`src/rtl/method_test_runner.sv`:
```
// -----------------------------------------------------------------------------
// method_test_runner
//
// Purpose: sequences one test of a method on an attached DUT. After start it
// waits a startup delay and loads the DUT int/long fields for one cycle. It
// then raises method_req until the DUT reports busy and waits for busy to fall.
// The method result and int field are captured at that point and turned into
// a pass verdict. A cycle counter measures the method latency, and a timeout
// aborts a DUT that never finishes.
//
// Ports:
//   clk            clock, all state on rising edge
//   reset          synchronous active-low reset
//   start          run request (honoured in IDLE/DONE only)
//   init_ic        int field load value
//   init_lc        long field load value
//   expect_ic      expected int field after the method
//   check_ic_en    also require ic_out == expect_ic for pass
//   ic_in/ic_we    int field write data / enable   (to DUT)
//   lc_in/lc_we    long field write data / enable  (to DUT)
//   method_req     method request                  (to DUT)
//   method_busy    method executing                (from DUT)
//   method_return  method boolean result           (from DUT)
//   ic_out         int field readback              (from DUT)
//   done           run finished, held until next start/reset
//   pass           verdict, valid with done
//   timed_out      run aborted by timeout, valid with done
//   cycles         REQ+RUN cycle count, saturating
//   ret_cap        captured method_return
//   ic_cap         captured ic_out
// -----------------------------------------------------------------------------
module method_test_runner #(
  parameter int unsigned STARTUP_DELAY = 5,
  parameter int unsigned TIMEOUT       = 1000000
) (
  input  logic        clk,
  input  logic        reset,
  input  logic        start,
  input  logic [31:0] init_ic,
  input  logic [63:0] init_lc,
  input  logic [31:0] expect_ic,
  input  logic        check_ic_en,
  output logic [31:0] ic_in,
  output logic        ic_we,
  output logic [63:0] lc_in,
  output logic        lc_we,
  output logic        method_req,
  input  logic        method_busy,
  input  logic        method_return,
  input  logic [31:0] ic_out,
  output logic        done,
  output logic        pass,
  output logic        timed_out,
  output logic [31:0] cycles,
  output logic        ret_cap,
  output logic [31:0] ic_cap
);

  typedef enum logic [2:0] {
    S_IDLE,
    S_DELAY,
    S_LOAD,
    S_REQ,
    S_RUN,
    S_CHECK,
    S_DONE
  } state_t;

  // 33-bit thresholds so that "count + 1 >= limit" never wraps, and a limit of
  // zero behaves like a limit of one.
  localparam logic [32:0] LP_DELAY   = 33'(STARTUP_DELAY);
  localparam logic [32:0] LP_TIMEOUT = 33'(TIMEOUT);

  state_t      r_state;
  state_t      w_state_next;

  logic [31:0] r_delay_cnt;
  logic [31:0] r_to_cnt;
  logic [31:0] r_cycles;
  logic        r_done;
  logic        r_pass;
  logic        r_timed_out;
  logic        r_ret_cap;
  logic [31:0] r_ic_cap;

  logic        w_delay_end;
  logic        w_to_hit;
  logic        w_active;
  logic        w_verdict;

  // Last DELAY cycle: the current cycle is number delay_cnt+1.
  assign w_delay_end = ({1'b0, r_delay_cnt} + 33'd1) >= LP_DELAY;
  // Timeout fires on the edge that would bring the counter to TIMEOUT.
  assign w_to_hit    = ({1'b0, r_to_cnt} + 33'd1) >= LP_TIMEOUT;
  assign w_active    = (r_state == S_REQ) || (r_state == S_RUN);
  assign w_verdict   = r_ret_cap & (~check_ic_en | (r_ic_cap == expect_ic));

  // DUT-facing strobes are pure state decodes, so a reset or timeout drops
  // them in the very next cycle.
  assign ic_we      = (r_state == S_LOAD);
  assign lc_we      = (r_state == S_LOAD);
  assign ic_in      = ic_we ? init_ic : 32'd0;
  assign lc_in      = lc_we ? init_lc : 64'd0;
  assign method_req = (r_state == S_REQ);

  assign done      = r_done;
  assign pass      = r_pass;
  assign timed_out = r_timed_out;
  assign cycles    = r_cycles;
  assign ret_cap   = r_ret_cap;
  assign ic_cap    = r_ic_cap;

  // State register
  always_ff @(posedge clk) begin
    if (!reset) begin
      r_state <= S_IDLE;
    end else begin
      r_state <= w_state_next;
    end
  end

  // Next-state logic. The timeout is tested before busy so that a busy fall
  // coinciding with the timeout still ends as a timeout.
  always_comb begin
    w_state_next = r_state;
    case (r_state)
      S_IDLE, S_DONE: if (start)        w_state_next = S_DELAY;
      S_DELAY:        if (w_delay_end)  w_state_next = S_LOAD;
      S_LOAD:                           w_state_next = S_REQ;
      S_REQ: begin
        if (w_to_hit)                   w_state_next = S_DONE;
        else if (method_busy)           w_state_next = S_RUN;
      end
      S_RUN: begin
        if (w_to_hit)                   w_state_next = S_DONE;
        else if (!method_busy)          w_state_next = S_CHECK;
      end
      S_CHECK:                          w_state_next = S_DONE;
      default:                          w_state_next = S_IDLE;
    endcase
  end

  // Counters, captures and result flags
  always_ff @(posedge clk) begin
    if (!reset) begin
      r_delay_cnt <= 32'd0;
      r_to_cnt    <= 32'd0;
      r_cycles    <= 32'd0;
      r_done      <= 1'b0;
      r_pass      <= 1'b0;
      r_timed_out <= 1'b0;
      r_ret_cap   <= 1'b0;
      r_ic_cap    <= 32'd0;
    end else begin
      if (w_active) begin
        if (r_cycles != 32'hFFFF_FFFF) begin
          r_cycles <= r_cycles + 32'd1;
        end
      end

      case (r_state)
        S_IDLE, S_DONE: begin
          if (start) begin
            r_done      <= 1'b0;
            r_pass      <= 1'b0;
            r_timed_out <= 1'b0;
            r_cycles    <= 32'd0;
            r_delay_cnt <= 32'd0;
            r_to_cnt    <= 32'd0;
          end
        end
        S_DELAY: begin
          if (!w_delay_end) begin
            r_delay_cnt <= r_delay_cnt + 32'd1;
          end
        end
        S_REQ, S_RUN: begin
          if (w_to_hit) begin
            r_timed_out <= 1'b1;
            r_pass      <= 1'b0;
            r_done      <= 1'b1;
          end else begin
            r_to_cnt <= r_to_cnt + 32'd1;
            if ((r_state == S_RUN) && !method_busy) begin
              r_ret_cap <= method_return;
              r_ic_cap  <= ic_out;
            end
          end
        end
        S_CHECK: begin
          r_pass <= w_verdict;
          r_done <= 1'b1;
        end
        default: begin
        end
      endcase
    end
  end

endmodule

```
`config.mk`:
```
export PLATFORM = sky130hd
export DESIGN_NAME = method_test_runner
export DESIGN_NICKNAME = d
export VERILOG_FILES = /design/src/rtl/method_test_runner.sv
export SDC_FILE = /design/constraint.sdc
export NUM_CORES = 1
export LEC_CHECK = 0
export BUFFER_PORTS_ARGS = -buffer_cell sky130_fd_sc_hd__buf_4
export CORE_MARGIN = 3
export CORE_UTILIZATION = 48
export CTS_CLUSTER_SIZE = 12
export DETAILED_ROUTE_END_ITERATION = 8
export GPL_TIMING_DRIVEN = 1
export PLACE_DENSITY = 0.81
export SETUP_SLACK_MARGIN = 0.2
export SLEW_MARGIN = 10
export SYNTH_ARGS = -nofsm -noshare
export SYNTH_HDL_FRONTEND = slang
export SYNTH_SLANG_ARGS = --single-unit
export TNS_END_PERCENT = 10
```
`constraint.sdc`:
```
create_clock -name clk -period 4.1 [get_ports clk]
set_input_delay 0.205 -clock clk [delete_from_list [all_inputs] [get_ports clk]]
set_output_delay 0.205 -clock clk [all_outputs]
set_load 0.05 [all_outputs]
```
Word level (Yosys, flattened, before mapping). Cells that the tools add are included.

Bits in registers: 135. Latch bits: 0. RAM bits: 0. Bits in read-only memories: 0. Input bits: 166. Output and inout bits: 167. Memories: 0.

Add/subtract/negate cells: 5. $mul: 0. Divide/modulo/power cells: 0. $lt $le $gt $ge: 2. Equal/unequal tests: 15. Shift-type cells: 0. Mux-type cells: 24. Bitwise logic cells: 4. Reduce and logical (&&, ||, !) cells: 15.

Operators by type and width (count): $mux W32 (8); $pmux W32 S2 (2); $add A32 B1 Y32 const B (3); $add A32 B1 Y33 const B (2); $mux W64 (1); $ge A33 B20 Y1 const B (1); $ge A33 B3 Y1 const B (1); $eq A32 B32 Y1 (1); $ne A32 B32 Y1 const B (1); $mux W3 (6); $pmux W3 S6 (1); $reduce_and A3 Y1 (5); $ne A2 B2 Y1 const B (5); $eq A3 B3 Y1 const B (3); $eq A3 B2 Y1 const B (2); $pmux W1 S3 (2); $reduce_and A4 Y1 (1); $reduce_bool A2 Y1 (2); $reduce_or A2 Y1 (2); $eq A3 B1 Y1 const B (1); $logic_not A3 Y1 (1); $mux W1 (3); $ne A3 B1 Y1 const B (1); $ne A3 B3 Y1 const B (1); other kinds (8) (9).

Depth between registers and ports, before layout. Gate-level depths: netlist of the first run.

Word-level depth: 5. Mapped depth: 12. Gate-level depth less buffers: 10.

Worst setup path before layout of the first run. Ideal clock, no wire load.

Path kind: register to register. Start point: reg r_delay_cnt[0]. End point: reg r_delay_cnt[11]. Arrival: 2930 ps. Slack: 1055 ps. Stages on the path, launching flop included: 12. Buffers on the path: 2. Cells stage by stage: dfxtp_1 ha_1 clkbuf_1 nand3_1 nor3_1 nand2_1 xnor2_1 a2111o_1 a2111oi_4 nor2_2 clkbuf_1 and2_1.

Longest elaborated chain between the ends: 4. Elaborated cells between the ends (all ways): 7. Those cells by class: add/sub: 2; order compare: 1; eq/ne: 1; mux: 2; reduce/logical: 1.

Ends and longest elaborated chain: start, declared (RTL line 77) `logic [31:0] r_delay_cnt;`; start signal, assigned (RTL line 174) `r_delay_cnt <= r_delay_cnt + 32'd1;`; $add A32 B1 Y33 (RTL line 92) `assign w_delay_end = ({1'b0, r_delay_cnt} + 33'd1) >= LP_DELAY;`; $ge A33 B3 Y1 (RTL line 92); $ne A2 B2 Y1 (no source line); $reduce_and A3 Y1 (no source line).

Parallel ways exist; a longest one is shown, timed or not. The select of a mux whose other input is x is not followed. A chain may end at the register's enable or synchronous reset.

Worst setup path in the final report of the first run.
Start point: reg r_to_cnt[12]. End point: reg r_ic_cap[20] (netlist: ic_cap[20]).

Longest elaborated chain between the ends: 4.

Ends and longest elaborated chain: start, declared (RTL line 78) `logic [31:0] r_to_cnt;`; start signal, assigned (RTL line 183) `r_to_cnt <= r_to_cnt + 32'd1;`; $add A32 B1 Y33 (RTL line 94) `assign w_to_hit = ({1'b0, r_to_cnt} + 33'd1) >= LP_TIMEOUT;`; $ge A33 B20 Y1 (RTL line 94); $not A1 Y1 (no source line); $reduce_and A3 Y1 (no source line); end signal, assigned (RTL line 186) `r_ic_cap <= ic_out;`; end, declared (RTL line 84) `logic [31:0] r_ic_cap;`.

Every way passes these cells.

==> reports/results.ini, run 1 <==
[grt]
grt_pass1_wl_um=42210
grt_max_degree=65
grt_usage_pct=32.96
overflow=0
grt_antenna_before_repair=2
grt_pass1_vias=7422

[run]
cap_viol_max_count=0

[synth]
ys_seq_area_share_pct=36.52
ys_types=70
netlist_top_cells_area=dfxtp_1, and2_1, xor2_1
synth_flop_cell=dfxtp_1
synth_common_cells=and2_1, dfxtp_1, nand2_1
synth-seq-cells=135
syn-cell-area_sq_um=7400
synth_top_area_share_pct=36.52
synthesis.nets=1097
synth-async-reset-ratio_pct=0
postSynthCellCount=926
yosys.area.top_type=dfxtp_1
syn_area_per_cell_sq_um=7.991
synth-edff-count=0
yosysWarningCount=0

[sta]
rsz0062_at_grt=false
hold_violations=0
finalCriticalPeriod_ps=3473
finalSetupTns_ps=0
slew_headroom_pct=30.72
maxSlewViolCount=0
max_freq_ghz=0.2880
tightestPinTransition_ps=1037
setup_violations=0
fin_skew_ps=7.617
fin_crit_sh_pct=84.70
holdWs_ps=30.14
timing.final.ws_setup_ps=627.3

[clocking]
cts-buffers-inserted=17
cts_buffer_depth=2
cts_sinks=135
cts_setup_buffers=0
cts_root_buf=clkbuf_16
holdBufCountCts=0
cts_tree=built
h-tree-depth=4
clk_pin_slew_ps=60
worstSkewPairLatency_ps=420
cts_resized=0

[final_layout]
fill_cells=1186
drive_above_1_share_pct=31.25
fin_nets=1409
regArea_sq_um=2703
area_growth_pct=43.05
multiInputGateArea_sq_um=4448
design_area_sq_um=10590

[floorplanning]
start_util_pct=49.97
die_width_um=130.2
core_area_sq_um=14810
die_area_sq_um=16940
die-height_um=130.2
std_cell_rows=44
io_pins=333

[power]
p_leak_nw=4.718
combPwrFrac_pct=35.4
p_sw_mw=1.714
swShare_pct=37.49
peakVddDrop_v=0.0003713
p_total_mw=4.573
clock_power_share_pct=34.5
power_density_nw_per_um2=432.0
internal-power_mw=2.858
p_seq_share_pct=30.1

[routing]
postRouteAntennaNets=0
vias=7912
firstDrtPassIters=5
viasPerCell=5.521
drtIter0Drc=727
drc=0
wl_per_cell_um=20.13
routed_wl_um=28850

[worst_setup_path]
cp.required_ps=4450
path_cells=and4_4 -> nand3_4 -> or4_1 -> a222oi_1 -> o211ai_1 -> a21oi_2 -> buf_4 -> and2_1 -> buf_4 -> nand2_1 -> a21oi_1
crit_path_max_fanout=33
cpMostUsedCell=buf_4
critPathMaxStageDelay_ps=540
critical_path.startpoint_type=flip-flop
worstSetupPathType=reg -> reg
crit_arrival_ps=3820
crit_path_end_kind=flip-flop
cpMaxStageDelayCell=or4_1

[outcome]
status=complete, no violations

[place]
placed_area_sq_um=9982
gp_congestion=0.9412
place_ws_ps=717.9
hpwl_um=22780
port_buffers=332

[min_path]
min-delay-path-class=in -> reg

## sequential cells by signal, indices dropped and copies added, names as in the netlist
register     flops
r_to_cnt        32
ret_cap          1
cycles          32
pass             1
timed_out        1
done             1
r_delay_cnt     32
r_state          3
ic_cap          32
## area by class of cell
| cell class | count | share of cell area (%) |
|---|---|---|
| multi-input combinational | 732 | 42.02 |
| sequential | 135 | 25.53 |
| timing repair buffer | 341 | 24.18 |
| clock buffer | 21 | 4.255 |
| tap | 184 | 2.175 |
| clock inverter | 8 | 1.418 |
| inverter | 11 | 0.3901 |
| antenna | 1 | 0.02364 |
## cells in the final DEF, fill, tap and decap left out, types with 4 or more instances in the layout
cell type,Yosys,layout
and3b_1,4,4
and4_1,8,8
inv_1,11,10
a21oi_1,61,61
and2_1,135,135
clkbuf_16,0,17
xnor2_1,14,14
a211o_1,6,6
bufinv_16,0,4
ha_1,5,5
xor2_1,60,60
or4_1,6,6
nor2_1,64,63
nor2b_1,5,5
nand2_1,129,129
nor3_1,17,17
o21ai_0,23,23
or3_1,14,14
nor4_1,17,17
nand3_1,33,33
mux2i_1,5,5
buf_4,2,341
and3_1,26,26
nand4_1,32,32
a21o_1,4,4
dfxtp_1,135,135
## logic make-up after synthesis
group / synth area share (%)
mux: 0.9807
simple gates: 37.35
flops: 36.52
compound gates: 12.07
fa+ha+maj: 0.8455
buf+inv: 3.466
xor+xnor: 8.759
## metal layers
metal	GRT usage, %	up-vias	wire length (um)
met5	0	-	0
met1	37.84	3785	10920
met3	8.678	35	1619
met4	10.64	0	824
met2	59.44	265	15490
li1	-	3827	-
## per-stage QoR
step | util (%) | std cells
finish | 71.48 | 1433
global route | 71.48 | 1433
CTS | 71.46 | 1432
detailed placement | 67.40 | 1403
global placement | 67.40 | 1403
floorplan | - | 926
## power by group through the flow
stage	logic, mW	clock network [mW]	registers, mW
3_5_place_dp	1.62	0	1.40
2_1_floorplan	1.04	0	1.41
5_1_grt	1.70	1.66	1.38
6_report	1.62	1.58	1.38
3_3_place_gp	1.61	0	1.40
4_1_cts	1.62	1.59	1.37
## critical path, delay by kind of cell (launching register included)
family,cells,cell delay [ps]
buffers and inverters,2,630
AO/OA/AOI/OAI,4,1080
AND/OR/NAND/NOR,5,1200
flip-flops,1,470
## path summary, 6_finish.rpt
check                                  from                       to  slack (ps)  depth (start not counted)
setup / recovery  r_to_cnt[12]$_SDFFE_PN0P_  ic_cap[20]$_SDFFE_PN0P_         630                         11
hold / removal                   ic_out[10]  ic_cap[10]$_SDFFE_PN0P_          30                          3
setup reg to reg  r_to_cnt[12]$_SDFFE_PN0P_  ic_cap[20]$_SDFFE_PN0P_         630                         11
hold reg to reg      timed_out$_SDFFE_PN0P_   timed_out$_SDFFE_PN0P_         480                          2
(Power assumes the default switching activity.)
==> inputs of run 2 (changes only) <==
--- a/config.mk
+++ b/config.mk
@@ -7,11 +7,11 @@
 export LEC_CHECK = 0
 export BUFFER_PORTS_ARGS = -buffer_cell sky130_fd_sc_hd__buf_4
 export CORE_MARGIN = 3
-export CORE_UTILIZATION = 48
+export CORE_UTILIZATION = 43
 export CTS_CLUSTER_SIZE = 12
 export DETAILED_ROUTE_END_ITERATION = 8
 export GPL_TIMING_DRIVEN = 1
-export PLACE_DENSITY = 0.81
+export PLACE_DENSITY = 0.77
 export SETUP_SLACK_MARGIN = 0.2
 export SLEW_MARGIN = 10
 export SYNTH_ARGS = -nofsm -noshare
==> constraint.sdc (replaced) <==
create_clock -name clk -period 2.85 [get_ports clk]
set_input_delay 0.1425 -clock clk [delete_from_list [all_inputs] [get_ports clk]]
set_output_delay 0.1425 -clock clk [all_outputs]
set_load 0.05 [all_outputs]
==> reports/results.ini, run 2 (same netlist as run 1, synthesis figures left out) <==
[grt]
grt_usage_pct=32.30  ; -0.66 points
grt_max_degree=87  ; +34%
overflow=0  ; unchanged
grt_pass1_wl_um=45500  ; +7.8%
grt_pass1_vias=8229  ; +11%
grt_antenna_before_repair=1  ; -1

[run]
cap_viol_max_count=0  ; unchanged

[power]
peakVddDrop_v=0.0005596  ; +51%
p_total_mw=6.813  ; +49%
power_density_nw_per_um2=564.0  ; +31%
p_leak_nw=5.423  ; +15%

[final_layout]
fin_nets=1525  ; +8.2%
antenna-diode-count=0  ; -1
final_cell_mix=buf_4, and2_1, nand2_1, dfxtp_1, nor2_1
layout_commonest_cell=buf_4
area_growth_pct=63.24
drive_above_1_share_pct=42.21  ; +11 points
fill_cells=1267  ; +6.8%

[sta]
rsz0062_at_grt=true
max_freq_ghz=0.3453  ; +20%
tightestPinTransition_ps=785.0  ; -251.7 ps
holdWs_ps=15.18  ; -14.97 ps
setup_violations=8  ; +8
timing.final.ws_setup_ps=-45.69  ; -673.0 ps
hold_violations=0  ; unchanged
maxSlewViolCount=0  ; unchanged
fin_skew_ps=10.35  ; +2.730 ps
slew_headroom_pct=47.47  ; +17 points
finalSetupTns_ps=-128.4  ; -128.4 ps
finalCriticalPeriod_ps=2896  ; -577.0 ps
fin_crit_sh_pct=101.6  ; +17 points

[clocking]
cts-buffers-inserted=17  ; unchanged
h-tree-depth=4  ; unchanged
cts_sinks=135  ; unchanged
cts_tree=built
clk_pin_slew_ps=70  ; about the same
cts_buffer_depth=2  ; unchanged
cts_root_buf=clkbuf_16
worstSkewPairLatency_ps=430  ; about the same

[floorplanning]
die_width_um=137.2  ; +5.4%
start_util_pct=44.31  ; -5.7 points
die_area_sq_um=18820  ; +11%
io_pins=333  ; unchanged
die-height_um=137.2  ; +5.4%
core_area_sq_um=16700  ; +13%
std_cell_rows=47  ; +6.8%

[place]
port_buffers=332  ; unchanged
hpwl_um=24200  ; +6.2%
gp_congestion=1.014  ; +7.7%

[worst_setup_path]
cp.required_ps=3200  ; -1250 ps
critical_path.startpoint_type=flip-flop
crit_arrival_ps=3250  ; -570 ps
worstSetupPathType=reg -> reg
crit_path_max_fanout=16  ; -52%
crit_path_end_kind=flip-flop

[routing]
vias=8642  ; +9.2%
wl_per_cell_um=20.77  ; +3.2%
drtIter0Drc=602  ; -17%
routed_wl_um=32960  ; +14%
drc=0  ; unchanged
postRouteAntennaNets=0  ; unchanged
firstDrtPassIters=5  ; unchanged
viasPerCell=5.445  ; -1.4%

[min_path]
min-delay-path-class=in -> reg

[outcome]
failed_checks=negative setup slack
status=finished with violations

==> run 2: cell types whose count changed in the layout (fill, tap and decap cells not counted), moves of 13 or more <==
cell,delta
buf_4,+71
nand2_1,-13
dlygate4sd3_1,+32
dfxtp_1,-29
a21oi_2,+21
dfxtp_2,+24
a21oi_1,-21
==> run 2: layout make-up <==
cell class / count / area [sq um] / share of cell area (%)
well taps: 220 / 275.3 / 2.279
clock buffers: 20 / 466.7 / 3.864
flip-flops and latches: 135 / 2751 / 22.78
repair buffers: 457 / 3631 / 30.06
clock inverters: 12 / 118.9 / 0.9840
multi-input cells: 732 / 4795 / 39.69
inverters: 11 / 41.29 / 0.3418
==> run 2: layer usage <==
layer	part of all wire, %	GRT usage (%)	vias up	wire [um]
met5	0	0	-	0
met2	52	55.80	401	16990
met4	8.5	25.61	0	2793
met3	6.0	8.364	107	1986
li1	-	-	4073	-
met1	34	32.98	4061	11190
==> run 2: worst paths after layout <==
kind                            startpoint  slack, ps                endpoint  depth (start not counted)
hold / removal                   ic_out[7]         20  ic_cap[7]$_SDFFE_PN0P_                          3
setup / recovery  r_to_cnt[8]$_SDFFE_PN0P_        -50  ic_cap[2]$_SDFFE_PN0P_                         11
setup reg to reg  r_to_cnt[8]$_SDFFE_PN0P_        -50  ic_cap[2]$_SDFFE_PN0P_                         11
hold reg to reg     ic_cap[0]$_SDFFE_PN0P_        490  ic_cap[0]$_SDFFE_PN0P_                          2
==> run 2: timing repair <==
| action | CTS | global route |
|---|---|---|
| pin swaps | 17 | 27 |
| hold buffers | 32 | 0 |
| hold endpoints to repair | 32 | 0 |
| buffers inserted | 15 | 2 |
| gates resized for setup | 40 | 77 |
| setup endpoints to repair | 97 | 108 |
| gates cloned | 1 | 2 |
==> run 2: through the flow <==
stage	setup slack (ps)	instance area [sq um]	std cells	utilization, %
2_1_floorplan	175.5	7452	926	-
3_3_place_gp	43.01	10590	1503	63.43
3_5_place_dp	-8.553	10590	1503	63.43
4_1_cts	52.45	11750	1583	70.35
5_1_grt	-144.5	12080	1587	72.33
6_report	-45.69	12080	1587	72.33
==> run 2: report_power, final <==
group	switching (mW)	internal (mW)	total (mW)	leakage, nW
clock	0.899	1.28	2.18	0.279
combinational	1.78	0.889	2.67	4.04
sequential	0.0445	1.92	1.97	1.10
total	2.72	4.09	6.81	5.42
==> run 2: critical path: stages (launching register included) <==
cell and delay (ps):
dfxtp_4 370, and3_4 190, nand4_1 130, or4_4 530, a222oi_1 340, o211ai_1 180
a21oi_2 230, buf_6 180, and2_4 230, clkbuf_16 200, nand2_1 80, a21oi_1 150
==> inputs of run 3 (changes only) <==
--- a/config.mk
+++ b/config.mk
@@ -7,11 +7,13 @@
 export LEC_CHECK = 0
 export BUFFER_PORTS_ARGS = -buffer_cell sky130_fd_sc_hd__buf_4
 export CORE_MARGIN = 3
-export CORE_UTILIZATION = 43
+export CORE_UTILIZATION = 44
+export CTS_BUF_LIST = sky130_fd_sc_hd__clkbuf_4 sky130_fd_sc_hd__clkbuf_8
 export CTS_CLUSTER_SIZE = 12
 export DETAILED_ROUTE_END_ITERATION = 8
 export GPL_TIMING_DRIVEN = 1
-export PLACE_DENSITY = 0.77
+export PLACE_DENSITY = 0.79
+export RECOVER_POWER = 25
 export SETUP_SLACK_MARGIN = 0.2
 export SLEW_MARGIN = 10
 export SYNTH_ARGS = -nofsm -noshare
==> reports/results.ini, run 3 (same netlist as run 1, synthesis figures left out) <==
[worst_setup_path]
regToRegSetupSlack_ps=-20  ; +20 ps
crit_path_max_fanout=17  ; +1
crit_path_end_kind=flip-flop
rr_worst_depth=11  ; unchanged
worstSetupPathType=reg -> reg
timing.rr.start=r_to_cnt[5]$_SDFFE_PN0P_
crit_arrival_ps=3250  ; about the same
r2r_end=ic_cap[27]$_SDFFE_PN0P_
cp.required_ps=3220  ; +20 ps
critical_path.startpoint_type=flip-flop

[sta]
max_freq_ghz=0.3479  ; +0.75%
tightestPinTransition_ps=1112  ; +326.7 ps
finalCriticalPeriod_ps=2874  ; -21.68 ps
fin_skew_ps=9.835  ; -0.5125 ps
finalSetupTns_ps=-34.33  ; +94.06 ps
slew_headroom_pct=25.81  ; -22 points
rsz0062_at_grt=true
maxSlewViolCount=0  ; unchanged
setup_violations=2  ; -6
timing.final.ws_setup_ps=-24.01  ; +21.68 ps
hold_violations=0  ; unchanged
fin_crit_sh_pct=100.8  ; -0.76 points

[grt]
grt_pass1_vias=8125  ; -1.3%
overflow=0  ; unchanged
grt_max_degree=76  ; -13%
grt_usage_pct=32.37  ; +0.075 points
grt_pass1_wl_um=45130  ; -0.80%
grt_antenna_before_repair=0  ; -1

[final_layout]
area_growth_pct=56.24
final_cell_mix=buf_4, and2_1, nand2_1, dfxtp_1, nor2_1
fin_nets=1533  ; +0.52%
regArea_sq_um=2760  ; +0.32%
antenna-diode-count=0  ; unchanged
finalNonFillerCells=1589  ; +0.13%
fill_cells=1296  ; +2.3%
drive_above_1_share_pct=35.69  ; -6.5 points
layout_commonest_cell=buf_4
multiInputGateArea_sq_um=4688  ; -2.2%

[min_path]
min-delay-path-class=in -> reg
hold_path_end=r_to_cnt[4]$_SDFFE_PN0P_
holdCritStartpoint=reset
hold_depth=3  ; unchanged

[clocking]
h-tree-depth=4  ; unchanged
cts_buffer_depth=2  ; unchanged
cts-buffers-inserted=17  ; unchanged
worstSkewPairLatency_ps=460  ; +30 ps
cts_tree=built
cts_root_buf=clkbuf_8
clk_pin_slew_ps=70  ; about the same
cts_sinks=135  ; unchanged

[outcome]
status=finished with violations
failed_checks=negative setup slack

[power]
peakVddDrop_v=0.0003996  ; -29%
p_leak_nw=5.059  ; -6.7%
power_density_nw_per_um2=533.0  ; -5.5%

[routing]
postRouteAntennaNets=0  ; unchanged
wl_per_cell_um=20.11  ; -3.2%
drtIter0Drc=717  ; +19%
vias=8628  ; -0.16%
firstDrtPassIters=7  ; +2
routed_wl_um=31950  ; -3.1%
drc=0  ; unchanged
viasPerCell=5.430  ; -0.29%

[place]
port_buffers=332  ; unchanged
dp_cells=1498  ; -0.33%
hpwl_um=24110  ; -0.39%
gp_congestion=0.9464  ; -6.6%

[floorplanning]
std_cell_rows=46  ; -2.1%
core_area_sq_um=16170  ; -3.2%
start_util_pct=45.75  ; +1.4 points
io_pins=333  ; unchanged
die_area_sq_um=18410  ; -2.2%
die-height_um=135.7  ; -1.1%
die_width_um=135.7  ; -1.1%

[run]
cap_viol_max_count=0  ; unchanged

run 3: changes by cell type in the layout (fill, tap and decap cells not counted), sizes merged:
cell,delta
bufinv,+1
inv,-2
buf,-53
clkbuf,+61
clkinv,-2
dlygate4sd3,+1
run 3: layout make-up:
type	count	share of cell area (%)
clock buffer	21	2.392
timing repair buffer	465	29.60
clock inverter	9	0.8874
inverter	11	0.3571
sequential	135	23.87
multi-input combinational	732	40.55
tap	216	2.338
run 3: timing repair:
action / CTS / global route
setup endpoints to repair: 100 / 114
endpoints found under the hold margin: 33 / 0
hold buffers: 33 / 0
setup buffers: 11 / 14
resized for setup: 41 / 42
cloned: 2 / 1
pin swaps: 13 / 20
run 3: power breakdown:
| part | switching, mW | internal, mW | total, mW |
|---|---|---|---|
| Combinational | 1.75 | 0.888 | 2.64 |
| Clock | 0.739 | 0.825 | 1.56 |
| Sequential | 0.0433 | 1.92 | 1.96 |
run 3: through the flow:
step	util, %	setup slack (ps)	hold WS [ps]	power (mW)	instance area [sq um]
finish	71.48	-24.01	48.96	6.162	11560
global route	71.48	-205.7	49.53	6.367	11560
CTS	71.04	66.85	32.47	6.122	11490
detailed placement	65.34	-43.26	399.9	4.466	10570
global placement	65.34	3.790	387.4	4.453	10570
floorplan	-	175.5	278.5	3.526	7452
run 3: worst max path at each step:
stage                                         start  depth (start not counted)                        end  slack, ps
final                      r_to_cnt[5]$_SDFFE_PN0P_                         11    ic_cap[27]$_SDFFE_PN0P_        -20
after global routing       r_to_cnt[5]$_SDFFE_PN0P_                         11    ic_cap[27]$_SDFFE_PN0P_       -210
after CTS                 r_to_cnt[23]$_SDFFE_PN0P_                         10          pass$_SDFFE_PN0P_         70
after detailed placement   r_to_cnt[1]$_SDFFE_PN0P_                         12   r_to_cnt[4]$_SDFFE_PN0P_        -40
after global placement     r_to_cnt[4]$_SDFFE_PN0P_                         10  r_to_cnt[11]$_SDFFE_PN0P_          4
after floorplan            r_to_cnt[3]$_SDFFE_PN0P_                         11          pass$_SDFFE_PN0P_        180
run 3: worst max-delay path: stages, from the launching register on:
cell and delay (ps):
dfxtp_4 380, and3_4 190, nand4_1 150, or4_4 510, a222oi_1 330, o211ai_1 180
a21oi_2 210, buf_6 170, and2_2 230, buf_12 180, nand2_1 90, a21oi_1 170
run 3: per-layer routing:
| metal | GRT usage, % | vias up | wire length, um |
|---|---|---|---|
| li1 | - | 4078 | - |
| met1 | 33.80 | 4040 | 10860 |
| met2 | 53.82 | 406 | 16060 |
| met3 | 9.695 | 104 | 2404 |
| met4 | 26.20 | 0 | 2628 |
| met5 | 0 | - | 0 |
